==> src/rtl/vga_frame_reader.sv <==
// VGA 640x480@60 scan-out of an RGB332 frame buffer with integer upscaling.
// Counters -> registered RAM address -> RAM data -> registered pins, three clocks end to end.
module vga_frame_reader #(
  parameter int unsigned H_VIS  = 640,
  parameter int unsigned H_FP   = 16,
  parameter int unsigned H_SYNC = 96,
  parameter int unsigned H_BP   = 48,
  parameter int unsigned V_VIS  = 480,
  parameter int unsigned V_FP   = 10,
  parameter int unsigned V_SYNC = 2,
  parameter int unsigned V_BP   = 33,
  parameter int unsigned IMG_W  = 160,
  parameter int unsigned IMG_H  = 120,
  parameter int unsigned SCALE  = 4,
  parameter int unsigned AW     = 15
) (
  input  logic          CLK,
  input  logic          RST,
  output logic [AW-1:0] DP_RAM_addr_out,
  input  logic [7:0]    DP_RAM_data_out,
  output logic [3:0]    VGA_R,
  output logic [3:0]    VGA_G,
  output logic [3:0]    VGA_B,
  output logic          VGA_HS,
  output logic          VGA_VS,
  output logic          frame_end
);

  localparam int unsigned H_TOT = H_VIS + H_FP + H_SYNC + H_BP;
  localparam int unsigned V_TOT = V_VIS + V_FP + V_SYNC + V_BP;
  localparam int unsigned HW    = $clog2(H_TOT);
  localparam int unsigned VW    = $clog2(V_TOT);
  localparam int unsigned SW    = (SCALE > 1) ? $clog2(SCALE) : 1;

  localparam logic [HW-1:0] HLast  = HW'(H_TOT - 1);
  localparam logic [VW-1:0] VLast  = VW'(V_TOT - 1);
  localparam logic [HW-1:0] HVis   = HW'(H_VIS);
  localparam logic [VW-1:0] VVis   = VW'(V_VIS);
  localparam logic [HW-1:0] HSyncS = HW'(H_VIS + H_FP);
  localparam logic [HW-1:0] HSyncE = HW'(H_VIS + H_FP + H_SYNC);
  localparam logic [VW-1:0] VSyncS = VW'(V_VIS + V_FP);
  localparam logic [VW-1:0] VSyncE = VW'(V_VIS + V_FP + V_SYNC);
  localparam logic [HW-1:0] HImg   = HW'(IMG_W * SCALE);
  localparam logic [VW-1:0] VImg   = VW'(IMG_H * SCALE);
  localparam logic [SW-1:0] SLast  = SW'(SCALE - 1);

  logic [HW-1:0] r_hcnt;
  logic [VW-1:0] r_vcnt;
  logic [SW-1:0] r_sx, r_sy;
  logic [AW-1:0] r_x, r_row;
  logic [1:0]    r_hs_d, r_vs_d, r_on_d, r_fe_d;

  logic w_h_last, w_v_last, w_x_in, w_y_in, w_in_img, w_active;
  logic w_hs_n, w_vs_n, w_fe;
  logic [3:0] w_r4, w_g4, w_b4;

  assign w_h_last = (r_hcnt == HLast);
  assign w_v_last = (r_vcnt == VLast);
  assign w_x_in   = (r_hcnt < HImg);
  assign w_y_in   = (r_vcnt < VImg);
  assign w_in_img = w_x_in && w_y_in;
  assign w_active = (r_hcnt < HVis) && (r_vcnt < VVis);
  assign w_hs_n   = !((r_hcnt >= HSyncS) && (r_hcnt < HSyncE));
  assign w_vs_n   = !((r_vcnt >= VSyncS) && (r_vcnt < VSyncE));
  assign w_fe     = (r_hcnt == '0) && (r_vcnt == VVis);

  always_ff @(posedge CLK) begin
    if (RST) begin
      r_hcnt <= '0;
      r_vcnt <= '0;
    end else begin
      r_hcnt <= w_h_last ? '0 : r_hcnt + HW'(1);
      if (w_h_last) begin
        r_vcnt <= w_v_last ? '0 : r_vcnt + VW'(1);
      end
    end
  end

  // Incremental image coordinates: x steps every SCALE pixels, row_base every SCALE lines.
  always_ff @(posedge CLK) begin
    if (RST) begin
      r_sx  <= '0;
      r_x   <= '0;
      r_sy  <= '0;
      r_row <= '0;
    end else begin
      if (w_h_last) begin
        r_sx <= '0;
        r_x  <= '0;
      end else if (w_x_in) begin
        if (r_sx == SLast) begin
          r_sx <= '0;
          r_x  <= r_x + AW'(1);
        end else begin
          r_sx <= r_sx + SW'(1);
        end
      end
      if (w_h_last) begin
        if (w_v_last) begin
          r_sy  <= '0;
          r_row <= '0;
        end else if (w_y_in) begin
          if (r_sy == SLast) begin
            r_sy  <= '0;
            r_row <= r_row + AW'(IMG_W);
          end else begin
            r_sy <= r_sy + SW'(1);
          end
        end
      end
    end
  end

  // Address only moves inside the image, so it never leaves the stored range.
  always_ff @(posedge CLK) begin
    if (RST) begin
      DP_RAM_addr_out <= '0;
    end else if (w_in_img) begin
      DP_RAM_addr_out <= r_row + r_x;
    end
  end

  assign w_r4 = {DP_RAM_data_out[7:5], DP_RAM_data_out[7]};
  assign w_g4 = {DP_RAM_data_out[4:2], DP_RAM_data_out[4]};
  assign w_b4 = {DP_RAM_data_out[1:0], DP_RAM_data_out[1:0]};

  // Two delay stages cover address register + RAM read; syncs reset to their idle (high) level.
  always_ff @(posedge CLK) begin
    if (RST) begin
      r_hs_d    <= 2'b11;
      r_vs_d    <= 2'b11;
      r_on_d    <= 2'b00;
      r_fe_d    <= 2'b00;
      VGA_R     <= '0;
      VGA_G     <= '0;
      VGA_B     <= '0;
      VGA_HS    <= 1'b1;
      VGA_VS    <= 1'b1;
      frame_end <= 1'b0;
    end else begin
      r_hs_d    <= {r_hs_d[0], w_hs_n};
      r_vs_d    <= {r_vs_d[0], w_vs_n};
      r_on_d    <= {r_on_d[0], w_active && w_in_img};
      r_fe_d    <= {r_fe_d[0], w_fe};
      VGA_R     <= r_on_d[1] ? w_r4 : 4'h0;
      VGA_G     <= r_on_d[1] ? w_g4 : 4'h0;
      VGA_B     <= r_on_d[1] ? w_b4 : 4'h0;
      VGA_HS    <= r_hs_d[1];
      VGA_VS    <= r_vs_d[1];
      frame_end <= r_fe_d[1];
    end
  end

endmodule

==> config.mk <==
export PLATFORM = sky130hd
export DESIGN_NAME = vga_frame_reader
export DESIGN_NICKNAME = d
export VERILOG_FILES = /design/src/rtl/vga_frame_reader.sv
export SDC_FILE = /design/constraint.sdc
export NUM_CORES = 1
export LEC_CHECK = 0
export CAP_MARGIN = 30
export CORE_AREA = 2 2 95 97
export CTS_CLUSTER_DIAMETER = 50
export DETAILED_ROUTE_END_ITERATION = 8
export DIE_AREA = 0 0 97 99
export SKIP_LAST_GASP = 1
export SLEW_MARGIN = 0
export SYNTH_ARGS = -nofsm -noshare
export SYNTH_HDL_FRONTEND = slang
export SYNTH_SLANG_ARGS = --single-unit
==> constraint.sdc <==
create_clock -name CLK -period 3.2 [get_ports CLK]
set_clock_uncertainty 0.15 [all_clocks]
set_input_delay 0.32 -clock CLK [delete_from_list [all_inputs] [get_ports CLK]]
set_output_delay 0.32 -clock CLK [all_outputs]
set_load 0.01 [all_outputs]
# == Word level (Yosys, flattened, before mapping) ==
# Index checks and enable logic that the tools add are counted.
# word_totals
regBits,92
output_inout_bits,30
elab_cells,58
# op_classes
add_sub_neg,7
n_lt_le_gt_ge,6
eq_ne,5
muxes,8
bitwise_logic,1
reduce_logical,14
# ops
cell,n
$mux 15,3
$add 10x1->10 const B,2
$eq 10x10->1 const B,2
$lt 10x10->1 const B,2
$lt 10x9->1 const B,2
$add 15x1->15 const B,1
$add 15x15->15,1
$add 15x8->15 const B,1
$eq 10x9->1 const B,1
$ge 10x10->1 const B,1
$ge 10x9->1 const B,1
$logic_not 10->1,1
$mux 10,1
$mux 2,4
$add 2x1->2 const B,2
$eq 2x2->1 const B,2
$logic_and 1x1->1,4
$reduce_and 2->1,2
$reduce_bool 2->1,2
$reduce_or 2->1,2
$reduce_and 3->1,1
$logic_not 1->1,2
$not 1->1,1

# == Longest topological paths before layout ==
# Gate-level depths: netlist (run 1).
# logic_depth
word_depth,4
ltp_mapped,9
ltp_nobuf,7

# == Worst setup path after synthesis (run 1) ==
# Ideal clock, no wire load.
# synth_timing
path_kind,register to register
startpoint,register r_row[8]
endpoint,register DP_RAM_addr_out[14]
t_arrival_ns,1.761
t_required_ns,2.944
slack_ns,1.183
path_stages_with_launch,7
path_buffers,0
synth_period_minus_slack_ns,2.017
cell_sequence,dfxtp_1 > ha_1 > a21o_1 > a22o_1 > a211oi_1 > nor2b_1 > o311ai_0
# synth_between
elab_chain_cells,1
# synth_lines
element,line,source
start: declaration,50,"logic [AW-1:0] r_x, r_row;"
start signal: assignment,105,r_row <= r_row + AW'(IMG_W);
$add 15x15->15,119,DP_RAM_addr_out <= r_row + r_x;
end signal: assignment,119,
end: declaration,19,"output logic [AW-1:0] DP_RAM_addr_out,"
# No other way between the ends.
# A chain may end at the register's enable or synchronous reset.

# == Final worst setup path (run 1) ==
# Same ends and word-level chain as after synthesis.

==> results.tsv, run 1 <==
stage	metric	value	unit
run_status	status	finished clean	
global_routing	gr ovfl total	0	
power_and_ir_drop	pwr dens	442.3	nW/µm²
sta	RSZ-0062 raised after global routing	false	
sta	Setup WS post-layout	0.9861	ns
sta	Rel. slew slack	0.4786	
clocking	post-CTS sizing	0	
final_layout	post-route cell area	4399	µm²
synthesis	Post-synth EDFFs	0	
critical_path	FF-to-FF End	DP_RAM_addr_out[14]	
placed_design	detailed placement HPWL	5234	µm
critical_path	critical path endpoint category	flop	
sta	Hold Slack	0.2525	ns
final_layout	Layout fillers	837	
sta	Period minus WS final	2.214	ns
drt	DRT iter0 DRCs	123	
power_and_ir_drop	Leak	0.001695	µW
critical_path	crit start category	flop	
critical_path	CP max stage cell	dfxtp_1	
power_and_ir_drop	Peak VDD IR	189.4	µV
final_layout	n_diodes	0	
final_layout	Reg area	1662	µm²
final_layout	area of the multi-input gates	1933	µm²
synthesis	ys async rst share	0	
synthesis	Ys Warns	0	
floorplanning	Die Ht	99	µm
critical_path	internal reg-to-reg setup slack	0.99	ns
sta	Tcrit/Tclk final	0.6919	
critical_path	type of the worst setup path	flop to flop	
drt	WL/cell	12.91	µm
final_layout	NumNets Final	472	
drt	DRC Markers	0	
global_routing	GRT Util Overall	0.1585	
drt	Pre-Repair DR Iteration Count	4	
drt	total number of vias	2887	
clocking	CTS root buf	clkbuf_8	
critical_path	R2R Path Start	r_row[8]	
clocking	Clock Path Buffers	2	
floorplanning	Die Wd	97	µm
critical_path	worst-path fanout max	6	
run	max-capacitance violation count	0	
floorplanning	area of the die	9603	µm²
critical_path	kind of cell adding the most delay to the critical path	compound AO/OA/AOI/OAI gates	
floorplanning	core box area	8551	µm²
floorplanning	Ports	40	
sta	Worst-Margin Slew	0.7803	ns
placed_design	GP Congestion	0.8154	
drt	DRT antenna net count	0	
final_layout	synthesis-to-finish area growth	17.28	%
critical_path	CP cell instances	ha_1, a21o_1, a22o_1, a211oi_1, nor2b_1, o311ai_0	
clocking	hold_buf cts	0	
sta	Final Setup Violations	0	
synthesis	Seq/Total Area, Yosys	0.4430	
critical_path	Critical Path AT	2.30	ns
clocking	CTS tree	yes	
drt	vias per inst	5.174	
hold_path	Hold Crit Endpoint	VGA_HS	
sta	max frequency	451.7	MHz
clocking	Num CTS Buffers	9	
synthesis	cells after synthesis	411	
clocking	clock-pin slew on the worst setup and hold paths	0.09	ns
final_layout	fin util	0.5145	
synthesis	Netlist cell types	49	
drt	WL final	7204	µm
clocking	CTS sink count	83	
critical_path	Req. time, crit path	3.29	ns
final_layout	proportion of layout cells with a drive suffix above 1	0.07333	
sta	fin. max-slew vios	0	
placed_design	input/output buffers	39	
global_routing	initial antenna violation count	0	
critical_path	FF-to-FF path depth	6	
hold_path	worst hold-check path type	flop to flop	
clocking	postcts setup bufs	0	
floorplanning	Cell Rows	34	
placed_design	pre-CTS setup slack	0.9856	ns
critical_path	slowest cell delay on critical path	0.44	ns
clocking	H-tree Lvls	3	
sta	setup TNS	0	ns
synthesis	Top FF cell, synth	dfxtp_1	
synthesis	flops & latches, synth	83	
global_routing	largest net degree at the start of global routing	36	
placed_design	Cell Area, Placed	4173	µm²
global_routing	vias in the first global route	2669	
synthesis	Post-Syn Area	3751	µm²
global_routing	first-pass GRT wire length	12530	µm
hold_path	Hold Crit Depth	1	
sta	Final Hold Viols	0	
floorplanning	Initial Utilization	0.4387	
hold_path	worst hold start	r_hs_d[1]	
clocking	insertion delay to the later sink of the worst-skew pair	0.34	ns
synthesis	syn avg cell area	9.127	µm²
synthesis	Synthesized Nets	438	
critical_path	WP buf/inv	0	
[layer usage]
metal  share of wire  track usage  vias to the layer above  routed length, µm
met5               0            0                        -                  0
met4           0.011      0.06284                        0                 82
met3           0.028      0.02837                        9                201
met2            0.46       0.2516                       48               3309
met1            0.50       0.2152                     1343               3610
li1                -            -                     1487                  -
[cells in the mapped netlist, drive strengths merged, types with 11 or more instances]
cell type	n	share of area
dfxtp	83	0.44
nor2	50	0.050
nand2	34	0.034
nand3	22	0.033
a21oi	20	0.027
xnor2	20	0.047
ha	17	0.057
xor2	17	0.040
and3	14	0.024
and2	13	0.022
buf	13	0.025
o21ai	12	0.017
or3	11	0.018
[worst max-delay path by stage]
stage / startpoint / to / slack [ns] / cells after the start
2_1_floorplan: r_row[8] / DP_RAM_addr_out[14] / 1.18 / 6
3_3_place_gp: r_row[8] / DP_RAM_addr_out[14] / 0.98 / 6
3_5_place_dp: r_row[8] / DP_RAM_addr_out[14] / 0.99 / 6
4_1_cts: r_vcnt[8] / DP_RAM_addr_out[11] / 0.96 / 4
5_1_grt: r_vcnt[8] / DP_RAM_addr_out[14] / 0.63 / 4
6_report: r_row[8] / DP_RAM_addr_out[14] / 0.99 / 6
[placed cells by master, fill, tap and decap left out, types with 2 or more instances in the layout]
| cell type | netlist | routed |
|---|---|---|
| a21o_1 | 3 | 3 |
| nor4b_1 | 3 | 3 |
| clkdlybuf4s50_1 | 0 | 39 |
| ha_1 | 17 | 17 |
| and2_0 | 2 | 2 |
| a211oi_1 | 5 | 5 |
| clkinvlp_4 | 0 | 2 |
| xor2_1 | 17 | 17 |
| and4_1 | 4 | 4 |
| nand3_1 | 21 | 21 |
| nor4_1 | 7 | 7 |
| clkbuf_8 | 1 | 10 |
| or2_2 | 6 | 6 |
| inv_1 | 7 | 7 |
| or4_1 | 2 | 2 |
| xnor2_1 | 20 | 20 |
| nor2_1 | 50 | 50 |
| a21oi_1 | 20 | 20 |
| or3_1 | 11 | 11 |
| buf_4 | 4 | 3 |
| nand4_1 | 10 | 10 |
| mux2i_1 | 4 | 4 |
| nor2b_1 | 7 | 7 |
| bufinv_16 | 0 | 2 |
| and2_1 | 11 | 11 |
| and3_1 | 13 | 13 |
| nor3_1 | 5 | 5 |
| dfxtp_1 | 83 | 83 |
| o21ai_0 | 11 | 11 |
| nand2_1 | 34 | 34 |
[flip-flops by register name (all words and copies together), names as in the netlist]
| name | count |
|---|---|
| r_on_d | 2 |
| r_row | 10 |
| r_sx | 2 |
| r_x | 15 |
| DP_RAM_addr_out | 15 |
| VGA_G | 3 |
| VGA_VS | 1 |
| r_vs_d | 2 |
| r_fe_d | 2 |
| VGA_B | 2 |
| frame_end | 1 |
| VGA_HS | 1 |
| r_vcnt | 10 |
| r_sy | 2 |
| VGA_R | 3 |
| r_hs_d | 2 |
| r_hcnt | 10 |
[per-stage QoR]
stage | std cells | power, µW
after floorplan | 411 | 1116
after global placement | 542 | 1143
after detailed placement | 542 | 1144
after CTS | 558 | 1979
after global routing | 558 | 2041
final | 558 | 1946
[logic make-up after synthesis]
logic type | after synthesis | synth area share
AO/OA/AOI/OAI | 48 | 0.08473
XOR/XNOR | 37 | 0.08639
adder cells (fa/ha/maj) | 17 | 0.05670
buffers and inverters | 27 | 0.04169
flip-flops | 83 | 0.4430
multiplexers | 4 | 0.01067
AND/OR/NAND/NOR | 195 | 0.2769
[final cells by class]
cell class / instances / area share
multi-input cells: 301 / 0.4394
flip-flops and latches: 83 / 0.3777
repair buffers: 42 / 0.09386
clock buffers: 10 / 0.03129
well taps: 108 / 0.03072
clock inverters: 6 / 0.02019
inverters: 8 / 0.006826
[power by group]
group / internal, µW / total, µW / switching [µW]
Clock: 460 / 828 / 367
Sequential: 1040 / 1050 / 7.07
Combinational: 33.0 / 67.5 / 34.5
Total: 1540 / 1950 / 409
(Power assumes the default switching activity.)
==> run 2, diff against run 1 <==
clock period = 2.3 ns   (was 3.2 ns; I/O delays follow)
==> run 2 against run 1 <==
Net effect: combinational power rose by 45%; critical path type unchanged; core utilization rose by 1.1 points; total power is 45% higher; setup slack worse by 0.81 ns; routed wire length rose by 4.2%; clock power rose by 52%; sequential share of layout area is 0.79 points lower; non-clock buffer count rose by 9; final cell count increased by 1.6%; global-route usage is 0.62 points higher; via count is 1.5% higher.
==> results.tsv, run 2 (synthesis gave the netlist of run 1 again) <==
stage	metric	value	unit	change
run_status	status	finished clean		unchanged
final_layout	proportion of layout cells with a drive suffix above 1	0.09368		was 0.07333
clocking	CTS root buf	clkbuf_8		unchanged
sta	Rel. slew slack	0.6936		was 0.4786
critical_path	type of the worst setup path	flop to flop		unchanged
clocking	hold_buf cts	0		unchanged
drt	vias per inst	5.166		was 5.174
clocking	H-tree Lvls	3		unchanged
critical_path	CP max stage cell	dfxtp_1		unchanged
drt	DRC Markers	0		unchanged
critical_path	FF-to-FF End	DP_RAM_addr_out[14]		unchanged
sta	Tcrit/Tclk final	0.9214		was 0.6919
sta	max frequency	471.9	MHz	was 451.7 MHz
clocking	clock-pin slew on the worst setup and hold paths	0.09	ns	about the same
sta	Worst-Margin Slew	0.4584	ns	was 0.7803 ns
final_layout	most frequent cells in the layout	dfxtp_1, nor2_1, clkdlybuf4s50_1		unchanged
sta	RSZ-0062 raised after global routing	false		unchanged
clocking	CTS sink count	83		unchanged
critical_path	critical path endpoint category	flop		unchanged
clocking	Num CTS Buffers	9		unchanged
critical_path	kind of cell adding the most delay to the critical path	compound AO/OA/AOI/OAI gates		unchanged
floorplanning	Initial Utilization	0.4387		unchanged
critical_path	Req. time, crit path	2.39	ns	was 3.29 ns
placed_design	input/output buffers	39		unchanged
global_routing	initial antenna violation count	0		unchanged
run	max-capacitance violation count	0		unchanged
placed_design	dpl cells	551		was 542
floorplanning	area of the die	9603	µm²	unchanged
drt	WL final	7505	µm	was 7204 µm
critical_path	R2R Path Start	r_x[8]		was r_row[8]
drt	WL/cell	13.24	µm	was 12.91 µm
critical_path	CP cell instances	ha_1, a21o_1, a22o_1, a211oi_2, nor2b_1, o311ai_0		was ha_1, a21o_1, a22o_1, a211oi_1, nor2b_1, o311ai_0
critical_path	crit path to	DP_RAM_addr_out[14]		unchanged
clocking	CTS tree	yes		unchanged
global_routing	gr ovfl total	0		unchanged
power_and_ir_drop	pwr dens	627.6	nW/µm²	was 442.3 nW/µm²
sta	fin. max-slew vios	0		unchanged
clocking	Clock Path Buffers	2		unchanged
final_layout	Largest regs	DP_RAM_addr_out: 15 flops, r_x: 15 flops		unchanged
sta	Final Hold Viols	0		unchanged
drt	Pre-Repair DR Iteration Count	4		unchanged
floorplanning	core box area	8551	µm²	unchanged
drt	DRT antenna net count	0		unchanged
global_routing	largest net degree at the start of global routing	27		was 36
final_layout	Cell Count, Final, Fillers Out	567		was 558
critical_path	Worst path depth	6		unchanged
critical_path	Critical Path AT	2.21	ns	was 2.30 ns
power_and_ir_drop	Peak VDD IR	324.1	µV	was 189.4 µV
placed_design	GP Congestion	0.8259		was 0.8154
critical_path	worst-path fanout max	6		unchanged
floorplanning	Ports	40		unchanged
sta	Final Setup Violations	0		unchanged
final_layout	n_diodes	0		unchanged
clocking	insertion delay to the later sink of the worst-skew pair	0.34	ns	about the same
final_layout	synthesis-to-finish area growth	19.78	%	was 17.28%
placed_design	detailed placement HPWL	5517	µm	was 5234 µm
floorplanning	Die Wd	97	µm	unchanged
drt	total number of vias	2929		was 2887
final_layout	Layout fillers	829		was 837
critical_path	crit path launch	r_x[8]		was r_row[8]
drt	DRT iter0 DRCs	96		was 123
critical_path	WP buf/inv	0		unchanged
global_routing	GRT Util Overall	0.1647		was 0.1585
critical_path	internal reg-to-reg setup slack	0.18	ns	was 0.99 ns
critical_path	slowest cell delay on critical path	0.36	ns	was 0.44 ns
power_and_ir_drop	Leak	0.001750	µW	was 0.001695 µW
sta	Period minus WS final	2.119	ns	was 2.214 ns
hold_path	worst hold-check path type	flop to flop		unchanged
power_and_ir_drop	Pwr Total	2820	µW	was 1946 µW
global_routing	vias in the first global route	2749		was 2669
floorplanning	Die Ht	99	µm	unchanged
sta	setup TNS	0	ns	unchanged
critical_path	FF-to-FF path depth	6		unchanged
floorplanning	Cell Rows	34		unchanged
final_layout	most common cell after layout, fill and taps aside	dfxtp_1		unchanged
clocking	postcts setup bufs	0		unchanged
final_layout	NumNets Final	481		was 472
global_routing	first-pass GRT wire length	12960	µm	was 12530 µm
critical_path	crit start category	flop		unchanged
-- run 2: stage by stage --
stage / util / hold WS (ns) / area, µm² / setup WS, ns
after global placement: 0.4959 / 0.2409 / 4240 / 0.1828
after floorplan: - / 0.2017 / 3751 / 0.2827
after detailed placement: 0.4959 / 0.2429 / 4240 / 0.1307
after CTS: 0.5249 / 0.2573 / 4488 / 0.1087
after global routing: 0.5255 / 0.2728 / 4493 / 0.006741
final: 0.5255 / 0.2587 / 4493 / 0.1807
-- run 2: cell type report --
type	instances	area, µm²	area share
multi-input cells	301	1938	0.4314
clock buffers	9	123.9	0.02757
inverters	8	30.03	0.006683
clock inverters	7	123.9	0.02757
well taps	108	135.1	0.03008
repair buffers	51	480.5	0.1069
flip-flops and latches	83	1662	0.3698
-- run 2: how the worst min path moves through the flow --
stage	start	endpoint	slack, ns	cells after the start
finish	r_vs_d[0]	r_vs_d[1]	0.26	1
global route	r_vs_d[0]	r_vs_d[1]	0.27	1
CTS	r_vs_d[0]	r_vs_d[1]	0.26	1
detailed placement	r_vs_d[0]	r_vs_d[1]	0.24	1
global placement	r_vs_d[0]	r_vs_d[1]	0.24	1
floorplan	DP_RAM_data_out[1]	VGA_B[1]	0.20	1
-- run 2: what timing repair did --
| item | 4_1_cts | 5_1_grt |
|---|---|---|
| endpoints found under the setup margin | 0 | 1 |
| resized for setup | 0 | 1 |
| endpoints found under the hold margin | 0 | 0 |
-- run 2: worst reg2reg max path, stage by stage, from the launching register on --
cell	delay, ns
dfxtp_1	0.36
ha_1	0.36
a21o_1	0.19
a22o_1	0.30
a211oi_2	0.30
nor2b_1	0.07
o311ai_0	0.29
-- run 2: where the power goes --
group | total, µW | leakage, µW | switching [µW] | internal [µW]
Combinational | 98.1 | 0.000958 | 49.1 | 49.0
Clock | 1260 | 0.000120 | 529 | 730
Sequential | 1460 | 0.000671 | 10.3 | 1450
-- run 2: routing by layer --
metal | vias to the layer above | global-route usage | part of all wire
met5 | - | 0 | 0
met4 | 0 | 0.06717 | 0.0096
met3 | 5 | 0.03333 | 0.034
met2 | 47 | 0.2767 | 0.47
met1 | 1374 | 0.2078 | 0.48
li1 | 1503 | - | -
==> run 3, diff against run 2 <==
CTS_CLUSTER_DIAMETER = not set   (was 50)
==> results of run 3 <==
The final DEF is identical to that of run 2; final timing and power are the same.
